<file path="config.mk">
export PLATFORM = sky130hd
export DESIGN_NAME = alu181_seq
export DESIGN_NICKNAME = d
export VERILOG_FILES = /design/src/rtl/alu181_seq.sv
export SDC_FILE = /design/constraint.sdc
export NUM_CORES = 1
export LEC_CHECK = 0
export ABC_AREA = 1
export CAP_MARGIN = 30
export CORE_MARGIN = 2
export CORE_UTILIZATION = 50
export DETAILED_ROUTE_END_ITERATION = 7
export HOLD_SLACK_MARGIN = 0.02
export PLACE_DENSITY_LB_ADDON = 0.3
export SLEW_MARGIN = 20
export SYNTH_ARGS = -nofsm -noshare
export SYNTH_HDL_FRONTEND = slang
export SYNTH_SLANG_ARGS = --single-unit
</file>
<file path="constraint.sdc">
create_clock -name clk -period 4.2 [get_ports clk]
set_input_delay 0.84 -clock clk [delete_from_list [all_inputs] [get_ports clk]]
set_output_delay 0.84 -clock clk [all_outputs]
set_load 0.005 [all_outputs]
</file>
<file path="src/rtl/alu181_seq.sv">
// Sequential, width-generalised 74LS181: one SLICE_W-bit slice per clock, LSB first,
// with the ripple carry held in a register between slices.
module alu181_seq #(
  parameter int WIDTH   = 16,
  parameter int SLICE_W = 4
) (
  input  logic             clk,
  input  logic             rst,
  input  logic             in_valid,
  output logic             in_ready,
  input  logic [WIDTH-1:0] a,
  input  logic [WIDTH-1:0] b,
  input  logic [3:0]       s,
  input  logic             m,
  input  logic             cn_n,
  output logic             out_valid,
  input  logic             out_ready,
  output logic [WIDTH-1:0] f,
  output logic             cout_n,
  output logic             aeqb
);

  localparam int NSLICE = WIDTH / SLICE_W;
  localparam int IDX_W  = (NSLICE > 1) ? $clog2(NSLICE) : 1;
  localparam logic [IDX_W-1:0] LAST_IDX = IDX_W'(NSLICE - 1);

  if (WIDTH <= 0 || SLICE_W <= 0 || (WIDTH % SLICE_W) != 0) begin : g_bad_width
    $error("alu181_seq: WIDTH must be a positive multiple of SLICE_W");
  end

  typedef enum logic [1:0] {IDLE, RUN, DONE} state_t;

  state_t             state_q, state_d;
  logic [WIDTH-1:0]   a_q, b_q, result_q;
  logic [3:0]         s_q;
  logic               m_q, cn_n_q, carry_q, cout_n_q;
  logic [IDX_W-1:0]   idx_q;

  logic [SLICE_W-1:0] a_sl, b_sl, op1, op2, f_sl;
  logic               c_in, c_out;
  logic               accept, last_slice;

  assign in_ready  = (state_q == IDLE);
  assign out_valid = (state_q == DONE);
  assign f         = result_q;
  assign cout_n    = cout_n_q;
  assign aeqb      = out_valid & (&result_q);

  assign accept     = in_valid & in_ready;
  assign last_slice = (idx_q == LAST_IDX);

  // One 181 slice; logic mode suppresses the carry chain entirely.
  always_comb begin
    a_sl = a_q[int'(idx_q)*SLICE_W +: SLICE_W];
    b_sl = b_q[int'(idx_q)*SLICE_W +: SLICE_W];
    op1  = a_sl | (b_sl & {SLICE_W{s_q[0]}}) | (~b_sl & {SLICE_W{s_q[1]}});
    op2  = (a_sl & b_sl & {SLICE_W{s_q[3]}}) | (a_sl & ~b_sl & {SLICE_W{s_q[2]}});
    c_in = m_q ? 1'b0 : ((idx_q == '0) ? ~cn_n_q : carry_q);
    if (m_q) begin
      {c_out, f_sl} = {1'b0, ~(op1 ^ op2)};
    end else begin
      {c_out, f_sl} = {1'b0, op1} + {1'b0, op2} + {{SLICE_W{1'b0}}, c_in};
    end
  end

  always_comb begin
    state_d = state_q;
    case (state_q)
      IDLE:    if (accept) state_d = RUN;
      RUN:     if (last_slice) state_d = DONE;
      DONE:    if (out_ready) state_d = IDLE;
      default: state_d = IDLE;
    endcase
  end

  always_ff @(posedge clk or posedge rst) begin
    if (rst) state_q <= IDLE;
    else     state_q <= state_d;
  end

  always_ff @(posedge clk or posedge rst) begin
    if (rst) begin
      a_q      <= '0;
      b_q      <= '0;
      s_q      <= '0;
      m_q      <= 1'b0;
      cn_n_q   <= 1'b1;
      result_q <= '0;
      carry_q  <= 1'b0;
      cout_n_q <= 1'b1;
      idx_q    <= '0;
    end else if (accept) begin
      a_q    <= a;
      b_q    <= b;
      s_q    <= s;
      m_q    <= m;
      cn_n_q <= cn_n;
      idx_q  <= '0;
    end else if (state_q == RUN) begin
      result_q[int'(idx_q)*SLICE_W +: SLICE_W] <= f_sl;
      carry_q <= c_out;
      idx_q   <= idx_q + 1'b1;
      if (last_slice) cout_n_q <= ~c_out;
    end
  end

endmodule

</file>
### Word-level counts from Yosys, hierarchy flattened

Cells that the tools add are included.
W data, S select, Z words.

* register bits: 60
* input bits: 42
* word-level logic and storage cells: 59

* add/subtract/negate cells: 4
* equality and inequality tests: 6
* shifts and indexed selects: 4
* mux-type cells: 11
* bitwise logic cells: 17
* reductions and logical operators: 7

Operators with widths (number)
* $neg A4 Y33: 1
* $shift A4 B33 Y16 const A: 1
* $shiftx A4 B33 Y16: 1
* $shiftx A16 B5 Y4: 2
* $and A4 B4 Y4: 6
* $bwmux W16: 1
* $reduce_and A16 Y1: 1
* $or A4 B4 Y4: 3
* $mux W2: 5
* $not A4 Y4: 2
* $pmux W2 S3: 1
* $reduce_and A3 Y1: 2
* $add A4 B4 Y5: 1
* $add A5 B1 Y5: 1
* $eq A2 B2 Y1 const B: 2
* $logic_not A2 Y1: 2
* $mux W4: 1
* $ne A2 B1 Y1 const B: 2
* $xor A4 B4 Y4: 1
* $mux W1: 3
* $not A1 Y1: 3
* $add A2 B1 Y2 const B: 1
* $and A1 B1 Y1: 2
* $eq A2 B1 Y1 const B: 1
* other kinds (3): 3

### Depth between registers and ports, before layout

Gate-level depths: netlist (run 1).

* word-level depth: 10
* gate-level depth with buffers: 17

### Worst setup path after synthesis (run 1)

Ideal clock, no wire load.

* kind: reg2reg
* start: register idx_q[1]
* end: register result_q[13], in the netlist f[13]
* setup time: 0.126 ns
* arrival: 2.420 ns
* data required time: 4.074 ns
* slack: 1.654 ns
* stages on the path, launching flop included: 15
* path buffers: 1
* period minus slack after synthesis: 2.546 ns
* cells stage by stage: dfrtp_1 -> buf_2 -> inv_2 -> nand3_1 -> a21oi_1 -> nor2_1 -> o21ai_1 -> inv_1 -> fa_1 -> inv_1 -> fa_1 -> o21ai_0 -> nor2_1 -> nand2_1 -> o21ai_0

* cells in the longest elaborated chain, start to end: 10

Ends and longest elaborated chain
* start, declared: RTL line 37 `logic [IDX_W-1:0] idx_q;`
* start signal, assigned: RTL line 102 `idx_q <= idx_q + 1'b1;`
* $shiftx A16 B5 Y4: RTL line 55 `b_sl = b_q[int'(idx_q)*SLICE_W +: SLICE_W];`
* $not A4 Y4: RTL line 56, 57
* $and A4 B4 Y4 (2 in series): RTL line 57 `op2 = (a_sl & b_sl & {SLICE_W{s_q[3]}}) | (a_sl & ~b_sl & {SLICE_W{s_q[2]}});`
* $or A4 B4 Y4: RTL line 57
* $add A4 B4 Y5 / $xor A4 B4 Y4 (equally long branches): RTL line 62, 60
* $add A5 B1 Y5 / $not A4 Y4 (equally long branches): RTL line 62, 60
* $mux W4: RTL line 59 `if (m_q) begin`
* $shiftx A4 B33 Y16: RTL line 100 `result_q[int'(idx_q)*SLICE_W +: SLICE_W] <= f_sl;`
* $bwmux W16 *: RTL line 100
* end signal, assigned by index: RTL line 100
* end, declared: RTL line 34 `logic [WIDTH-1:0] a_q, b_q, result_q;`

Every way passes the cells marked *; elsewhere a longest branch is shown, timed or not.
A chain may end at the register's enable or synchronous reset.

### Worst setup path in the final report (run 1)

* start: register idx_q[0]
* end: register result_q[13], in the netlist f[13]

Same word-level chain as after synthesis.

==> impl_metrics.ini, run 1 <==
[outcome]
status = completed

[floorplan]
dieArea_sq_um = 6889
io_pins = 62
initial_utilization_pct = 52.09
coreArea_sq_um = 5991
die_h_um = 83
die_w_um = 83
num_rows = 28

[power_and_ir_drop]
p_per_area_nw_per_um2 = 855.3
power_leakage_nw = 1.903
irDropWorstVdd_mv = 0.5106

[critical_path]
cp_cell_sequence = inv_2, nand2_1, nand3_1, a21oi_1, nor2_1, o21ai_1, inv_1, fa_1, inv_1, fa_1, o21ai_0, nor2_1, nand2_1, o21ai_0
critical-path-top-delay-family = adder cells
slowest_stage = dfrtp_1
critPathCaptureType = flip-flop
arrival_ns = 3.19
critPathKind = reg -> reg
cp_max_fo = 21
worst-path-buf-inv = 3
rrSetupSlack_ns = 1.23
worstPathRequired_ns = 4.42
r2r-start = idx_q[0]
rr_worst_depth = 14
cp-start-kind = flip-flop
slowest_delay_ns = 0.56
r2r_end = f[13]

[clock_tree]
clock_latency_ns = 0.34
post_cts_buffers = 0
cts_root_buffer = clkbuf_8
cts_max_level = 3
cts_tree = yes
postCtsHoldBufs = 0
clock_path_buffers = 2
cts.clk_slew.worst_paths_ns = 0.07
cts.sinks = 60
cts-buffers-inserted = 9
ctsResizeCount = 0

[drt]
final_antenna_net_count = 0
drc = 0
viasPerCell = 5.392
wire_per_inst_um = 14.52
drtIter0Drc = 143
drt_first_pass_iters = 4
routed_wl_um = 6663
vias = 2475

[logic_synthesis]
synth_ff_type = dfrtp_1
yosysMostFrequentCell = dfrtp_1
synth_edf_count = 0
synth_top_area_share_pct = 46.51
yosys_warnings = 0
synth_commonest_cells = dfrtp_1, nand2_1, o21ai_0
synth-seq-cells = 60
syn_area_sq_um = 3120
yosysUniqueCellTypes = 30
synth.avg_cell_area_sq_um = 9.938
syn_nets = 368
synth_cells = 314
yosys.area.top_type = dfrtp_1
yosysSeqAreaShare_pct = 48.20
yosys-top-cells-area = dfrtp_1, mux2_4, nand2_1
async_reset_ff_share_pct = 100.0

[placement]
hpwl_um = 4944
io_buffer_count = 61
gp_congestion = 0.9214
numPlacedInstances = 443

[final_layout]
diodes = 0
nets = 433
layout-drive-gt1-share_pct = 16.41
area_delta_synth_final_pct = 28.39
fin_cells = 459
num-fill-cells = 484

[min_path]
whs_path_depth = 2
hp-class = reg -> reg
hp-start = a_q[1]
holdPathEnd = a_q[1]

[sta]
hold_viol = 0
finalCriticalPeriod_ns = 2.967
rsz0062_at_grt = false
fin_tns_setup_ns = 0
tightest_slew_ns = 0.7213
relSlewSlack_pct = 51.84
maxClockFrequency_mhz = 337.1
setup_viol = 0
fin_skew_ns = 0.009905
slew_viol_final = 0
fin_crit_sh_pct = 70.64

[run]
maxCapViolCount = 0

[global_route]
grt-ovfl-total = 0
grt_pass1_wl_um = 11500
grt_max_degree = 47
global_route.usage.total_pct = 20.62
antenna_found_initial = 0
grt_pass1_vias = 2474
==> cell usage in the layout, fill, tap and decap left out, types with 3 or more instances in the layout <==
| cell type | Yosys | routed |
|---|---|---|
| a21oi_1 | 14 | 14 |
| clkbuf_8 | 0 | 12 |
| clkdlybuf4s50_1 | 0 | 61 |
| dfrtp_1 | 58 | 58 |
| ha_1 | 10 | 10 |
| inv_1 | 25 | 24 |
| inv_2 | 3 | 4 |
| mux2_2 | 7 | 7 |
| mux2_4 | 26 | 26 |
| nand2_1 | 57 | 57 |
| nand3_1 | 12 | 12 |
| nand4_1 | 8 | 8 |
| nor2_1 | 25 | 25 |
| nor3_1 | 4 | 4 |
| o211ai_1 | 3 | 3 |
| o21ai_0 | 34 | 34 |
| o22ai_1 | 4 | 4 |
==> tightest hold or removal path, cell delays in order, from the launching register on <==
cell     delay [ns]
dfrtp_1        0.36
inv_1          0.06
a21oi_1        0.06
==> power by group <==
part / internal (W) / switching, W / leakage [nW]
sequential: 0.000851 / 0.000215 / 0.734
combinational: 0.000798 / 0.000956 / 1.05
clock: 0.000381 / 0.000226 / 0.122
total: 0.00203 / 0.00140 / 1.90
==> flip-flops by register name, summed over array words and instances (netlist names) <==
| register | cells |
|---|---|
| a_q | 16 |
| b_q | 16 |
| f | 16 |
| s_q | 4 |
| idx_q | 2 |
| state_q | 2 |
| carry_q | 1 |
| cn_n_q | 1 |
| cout_n | 1 |
| m_q | 1 |
==> through the flow <==
stage	util [%]	instance area (sq um)	setup WS [ns]	hold WS [ns]	total power [W]
global placement	62.95	3771	1.414	0.4926	0.002747
finish	66.88	4006	1.233	0.5113	0.003426
floorplan	-	3120	1.654	0.4478	0.002306
CTS	66.88	4006	1.261	0.5167	0.003433
detailed placement	62.95	3771	1.277	0.4979	0.002809
global route	66.88	4006	0.8963	0.5371	0.003723
==> per-layer routing <==
metal,global-route usage (%),vias up,share of wire (%),routed length [um]
met1,27.37,1186,45,3019
met5,0,-,0,0
met2,32.62,83,48,3218
li1,-,1197,-,-
met4,7.601,0,1.4,96
met3,5.467,9,4.9,328
==> logic make-up after synthesis <==
family | share of synthesized area, %
AOI/OAI and AO/OA | 10.18
adders and majority gates | 5.293
buffers and inverters | 5.573
DFF | 48.20
muxes | 15.04
and+or+nand+nor | 15.72
==> worst max path at each step <==
stage                     endpoint  startpoint  slack (ns)  cells after the start
after floorplan              f[13]    idx_q[1]        1.65                     14
after global placement       f[13]    idx_q[0]        1.41                     14
after detailed placement     f[13]    idx_q[0]        1.28                     14
after CTS                    f[13]    idx_q[0]        1.26                     14
after global routing         f[13]    idx_q[0]        0.90                     14
final                        f[13]    idx_q[0]        1.23                     14
==> final cells by class <==
cell class / instances / area, sq um / share of cell area (%)
clock inverters: 4 / 70.07 / 1.749
multi-input cells: 217 / 1443 / 36.01
clock buffers: 12 / 165.2 / 4.122
flip-flops and latches: 60 / 1504 / 37.54
inverters: 28 / 105.1 / 2.623
well taps: 75 / 93.84 / 2.342
repair buffers: 63 / 625.6 / 15.62
No activity file was read; power rests on OpenSTA's default activity.
==> inputs of run 2 (changes only) <==
--- a/config.mk
+++ b/config.mk
@@ -8,7 +8,7 @@
 export ABC_AREA = 1
 export CAP_MARGIN = 30
 export CORE_MARGIN = 2
-export CORE_UTILIZATION = 50
+export CORE_UTILIZATION = 47
 export DETAILED_ROUTE_END_ITERATION = 7
 export HOLD_SLACK_MARGIN = 0.02
 export PLACE_DENSITY_LB_ADDON = 0.3
==> constraint.sdc (replaced) <==
create_clock -name clk -period 2.6 [get_ports clk]
set_input_delay 0.52 -clock clk [delete_from_list [all_inputs] [get_ports clk]]
set_output_delay 0.52 -clock clk [all_outputs]
set_load 0.005 [all_outputs]
==> run 2 against run 1 <==
Net effect: non-clock buffer count grew 18; total power increased by 65%; wire length grew 4.5%; sequential power up 60%; sequential cell count unchanged; largest cell class unchanged.
==> impl_metrics.ini, run 2 (same netlist as run 1, synthesis figures left out) <==
[outcome]
status = completed

[sta]
hold_viol = 0
fin_skew_ns = 0.007133
slew_viol_final = 0
holdWs_ns = 0.5064
fin_crit_sh_pct = 94.77
maxClockFrequency_mhz = 405.9
relSlewSlack_pct = 72.31
setup_viol = 0
finalCriticalPeriod_ns = 2.464
tightest_slew_ns = 0.4153

[final_layout]
num-fill-cells = 534
nets = 451
layout-drive-gt1-share_pct = 21.14
fin_cells = 479
final_cell_mix = clkdlybuf4s50_1, nand2_1, dfrtp_1, o21ai_0, mux2_4
diodes = 0
area_delta_synth_final_pct = 31.76
fin_util_pct = 64.38
final_common_cell = clkdlybuf4s50_1

[clock_tree]
cts.clk_slew.worst_paths_ns = 0.06
cts-buffers-inserted = 9
postCtsHoldBufs = 0
clock_path_buffers = 2
cts_root_buffer = clkbuf_8
cts_max_level = 3
cts.sinks = 60
clock_latency_ns = 0.34
cts_tree = yes

[drt]
routed_wl_um = 6963
drtIter0Drc = 140
wire_per_inst_um = 14.54
final_antenna_net_count = 0
drt_first_pass_iters = 5
vias = 2528
viasPerCell = 5.278
drc = 0

[critical_path]
worstPathRequired_ns = 2.81
critPathCaptureType = flip-flop
arrival_ns = 2.68
critPathKind = reg -> reg
rr_worst_depth = 13
cp_max_fo = 5
cp-start-kind = flip-flop

[power_and_ir_drop]
switching_share_pct = 41.59
p_per_area_nw_per_um2 = 1375
p_clk_share_pct = 13.1
power_leakage_nw = 1.961
p_seq_share_pct = 30.3
internal_power_w = 0.003301
p_sw_w = 0.002351
irDropWorstVdd_mv = 0.7275
comb_power_share_pct = 56.6

[placement]
numPlacedInstances = 455
io_buffer_count = 61
gp_congestion = 0.9769
hpwl_um = 5218

[global_route]
grt_pass1_vias = 2446
grt-ovfl-total = 0
grt_max_degree = 34
antenna_found_initial = 0
grt_pass1_wl_um = 11370
global_route.usage.total_pct = 20.08

[run]
maxCapViolCount = 0

[min_path]
hp-class = reg -> reg
whs_path_depth = 1

[floorplan]
initial_utilization_pct = 48.86
dieArea_sq_um = 7307
die_h_um = 85.48
coreArea_sq_um = 6386
die_w_um = 85.48
io_pins = 62
num_rows = 29
[run 2: what timing repair did]
item	4_1_cts	5_1_grt
pin swaps	0	3
setup endpoints to repair	4	14
buffers inserted	0	8
gates resized for setup	2	10
[run 2: area by class of cell]
class                   count  area (sq um)  share of cell area [%]
well taps                  77         96.34                   2.343
clock inverters             2         10.01                  0.2435
inverters                  28         107.6                   2.617
clock buffers              14         162.7                   3.956
multi-input cells         217          1458                   35.45
flip-flops and latches     60          1506                   36.64
repair buffers             81         770.7                   18.75
[run 2: metrics by stage]
step	instance area, sq um	TNS (ns)	total power [W]	setup slack (ns)
after floorplan	3120	0	0.003725	0.05358
final	4111	0	0.005652	0.1361
after detailed placement	3861	-0.1762	0.004658	-0.08677
after CTS	4035	0	0.005434	0.01282
after global routing	4111	-0.0007978	0.006112	-0.0007978
after global placement	3861	0	0.004588	0.02341
[run 2: power groups by stage]
stage	sequential (W)	clock [W]	combinational, W
floorplan	0.00161	0	0.00212
global placement	0.00171	0	0.00287
detailed placement	0.00172	0	0.00294
CTS	0.00171	0.000764	0.00296
global route	0.00176	0.000807	0.00355
finish	0.00171	0.000740	0.00320
[run 2: final timing paths]
check / endpoint / from / slack, ns
setup / recovery: f[13] / idx_q[1] / 0.14
hold / removal: a_q[7] / a_q[7] / 0.51
setup reg to reg: f[13] / idx_q[1] / 0.14
hold reg to reg: a_q[7] / a_q[7] / 0.51
max in group asynchronous: cn_n_q / rst / 1.66
min in group asynchronous: b_q[1] / rst / 0.57
[run 2: routing by layer]
metal  track usage, %  part of all wire, %  up-vias  wire (um)
li1                 -                    -     1234          -
met1            26.39                   45     1204       3166
met2            31.53                   49       86       3389
met3            5.253                  5.1        4        357
met4            8.514                 0.72        0         50
met5                0                    0        -          0
[run 2: worst max-delay path, cell delays in order (launching register included)]
cell and delay, ns:
dfrtp_2 0.45, inv_2 0.10, o21ai_1 0.08, o22ai_1 0.20, nor2_1 0.07, o21ai_1 0.11, inv_1 0.09, fa_2 0.38
inv_2 0.07, fa_1 0.41, o21ai_2 0.15, nor2_1 0.08, nand2_1 0.07, o21ai_0 0.08
==> inputs of run 3 (changes only) <==
--- a/config.mk
+++ b/config.mk
@@ -11,7 +11,7 @@
 export CORE_UTILIZATION = 47
 export DETAILED_ROUTE_END_ITERATION = 7
 export HOLD_SLACK_MARGIN = 0.02
-export PLACE_DENSITY_LB_ADDON = 0.3
+export PLACE_DENSITY = 0.76
 export SLEW_MARGIN = 20
 export SYNTH_ARGS = -nofsm -noshare
 export SYNTH_HDL_FRONTEND = slang
==> constraint.sdc (replaced) <==
create_clock -name clk -period 2.6 [get_ports clk]
set_input_delay 0.52 -clock clk [delete_from_list [all_inputs] [get_ports clk]]
set_output_delay 0.52 -clock clk [all_outputs]
set_load 0.05 [all_outputs]
==> run 3 against run 2 <==
Net effect: total power increased by 5.7%; register-to-register slack got worse by 0.06 ns; clock power decreased by 4.1%; largest cell class unchanged.
==> impl_metrics.ini, run 3 (same netlist as run 1, synthesis figures left out) <==
[final_layout]
final_cell_mix = clkdlybuf4s50_1, dfrtp_1, nand2_1, o21ai_0, mux2_4
nets = 445
diodes = 0
final_common_cell = clkdlybuf4s50_1
area_delta_synth_final_pct = 30.79
layout-drive-gt1-share_pct = 21.21

[sta]
setup_viol = 0
hold_viol = 0
tightest_slew_ns = 0.7044
rsz0062_at_grt = true
finalCriticalPeriod_ns = 2.521
fin_crit_sh_pct = 96.97
maxClockFrequency_mhz = 396.6
fin_skew_ns = 0.008839
relSlewSlack_pct = 53.04
slew_viol_final = 0
setup_ws_ns = 0.07887

[floorplan]
die_h_um = 85.48
num_rows = 29
dieArea_sq_um = 7307
initial_utilization_pct = 48.86
die_w_um = 85.48
io_pins = 62
coreArea_sq_um = 6386

[run]
maxCapViolCount = 0

[critical_path]
cp_cell_sequence = inv_4, o21ai_0, o22ai_1, nor2_1, o21ai_1, inv_1, fa_2, inv_2, fa_1, o21ai_2, nor2_1, nand2_1, o22ai_1
critical-path-top-delay-family = adder cells
worst-path-buf-inv = 3
r2r-start = idx_q[1]
slowest_stage = dfrtp_2
cp_max_fo = 8
slowest_delay_ns = 0.47
rrSetupSlack_ns = 0.08
rr_worst_depth = 13
r2r_end = f[5]
cp.depth = 13
critPathKind = reg -> reg
worstPathRequired_ns = 2.81
arrival_ns = 2.73
critPathCaptureType = flip-flop
cp-start-kind = flip-flop

[power_and_ir_drop]
irDropWorstVdd_mv = 1.086
p_clk_share_pct = 11.9
p_per_area_nw_per_um2 = 1463
comb_power_share_pct = 59.2
internal_power_w = 0.003250
p_sw_w = 0.002721
p_seq_share_pct = 28.9
fin_total_pwr_w = 0.005971
power_leakage_nw = 1.961
switching_share_pct = 45.57

[placement]
post-place-ws_ns = -0.08872
hpwl_um = 5250
io_buffer_count = 61
gp_congestion = 0.9601

[drt]
viasPerCell = 5.271
routed_wl_um = 6927
vias = 2493
wire_per_inst_um = 14.64
drtIter0Drc = 141
final_antenna_net_count = 0
drc = 0
drt_first_pass_iters = 4

[clock_tree]
cts.clk_slew.worst_paths_ns = 0.06
cts-buffers-inserted = 9
cts_tree = yes
clock_latency_ns = 0.34
cts.sinks = 60
cts_root_buffer = clkbuf_8
cts_max_level = 3
postCtsHoldBufs = 0
clock_path_buffers = 2

[global_route]
grt_pass1_wl_um = 11620
antenna_found_initial = 0
grt_max_degree = 47
grt_pass1_vias = 2505
grt-ovfl-total = 0
global_route.usage.total_pct = 20.24

[min_path]
hp-class = in -> async

[outcome]
status = completed
run 3: per-stage QoR:
stage	instances	utilization [%]	setup TNS (ns)	area (sq um)	hold WS [ns]
2_1_floorplan	314	-	0	3136	0.4478
3_3_place_gp	454	60.38	0	3856	0.4765
3_5_place_dp	454	60.38	-0.1512	3856	0.4900
4_1_cts	470	62.97	0	4021	0.5015
5_1_grt	473	63.91	-0.9594	4081	0.5202
6_report	473	63.91	0	4081	0.4955
run 3: how the worst max path moves through the flow:
stage                        to  startpoint
after floorplan           f[13]    idx_q[1]
after global placement    f[13]    idx_q[0]
after global routing      f[14]    idx_q[0]
after CTS                 f[13]    idx_q[0]
final                      f[5]    idx_q[1]
after detailed placement  f[13]    idx_q[0]
run 3: per-layer routing:
metal | track usage (%) | share of wire (%)
met1 | 26.22 | 44
met4 | 8.081 | 1.8
met5 | 0 | 0
met2 | 33.38 | 49
met3 | 4.086 | 4.6
run 3: repair_timing:
action | 4_1_cts | 5_1_grt
buffers inserted | 0 | 2
gates resized for setup | 2 | 19
pin swaps | 0 | 5
gates cloned | 0 | 1
setup endpoints to repair | 3 | 13
run 3: worst register-to-register path, delay by kind of cell (launching register included):
| kind | cells | cell delay (ns) |
|---|---|---|
| adder cells (fa/ha/maj) | 2 | 0.79 |
| AO/OA/AOI/OAI | 5 | 0.65 |
| flip-flops | 1 | 0.47 |
| buffers and inverters | 3 | 0.27 |
| AND/OR/NAND/NOR | 3 | 0.22 |
run 3: power by group through the flow:
stage / Sequential, W / Combinational, W / Clock [W]
2_1_floorplan: 0.00192 / 0.00216 / 0
3_3_place_gp: 0.00171 / 0.00323 / 0
3_5_place_dp: 0.00172 / 0.00331 / 0
4_1_cts: 0.00171 / 0.00333 / 0.000727
5_1_grt: 0.00178 / 0.00390 / 0.000783
6_report: 0.00173 / 0.00354 / 0.000710
run 3: cell type report:
cell class                      instances  area (sq um)
Fill cell                             537          2305
Sequential cell                        60          1506
Multi-Input combinational cell        217          1486
Timing Repair Buffer                   74         710.7
Clock buffer                           13         148.9
Inverter                               28         112.6
Tap cell                               77         96.34
Clock inverter                          3         15.01
Timing Repair inverter                  1         5.005
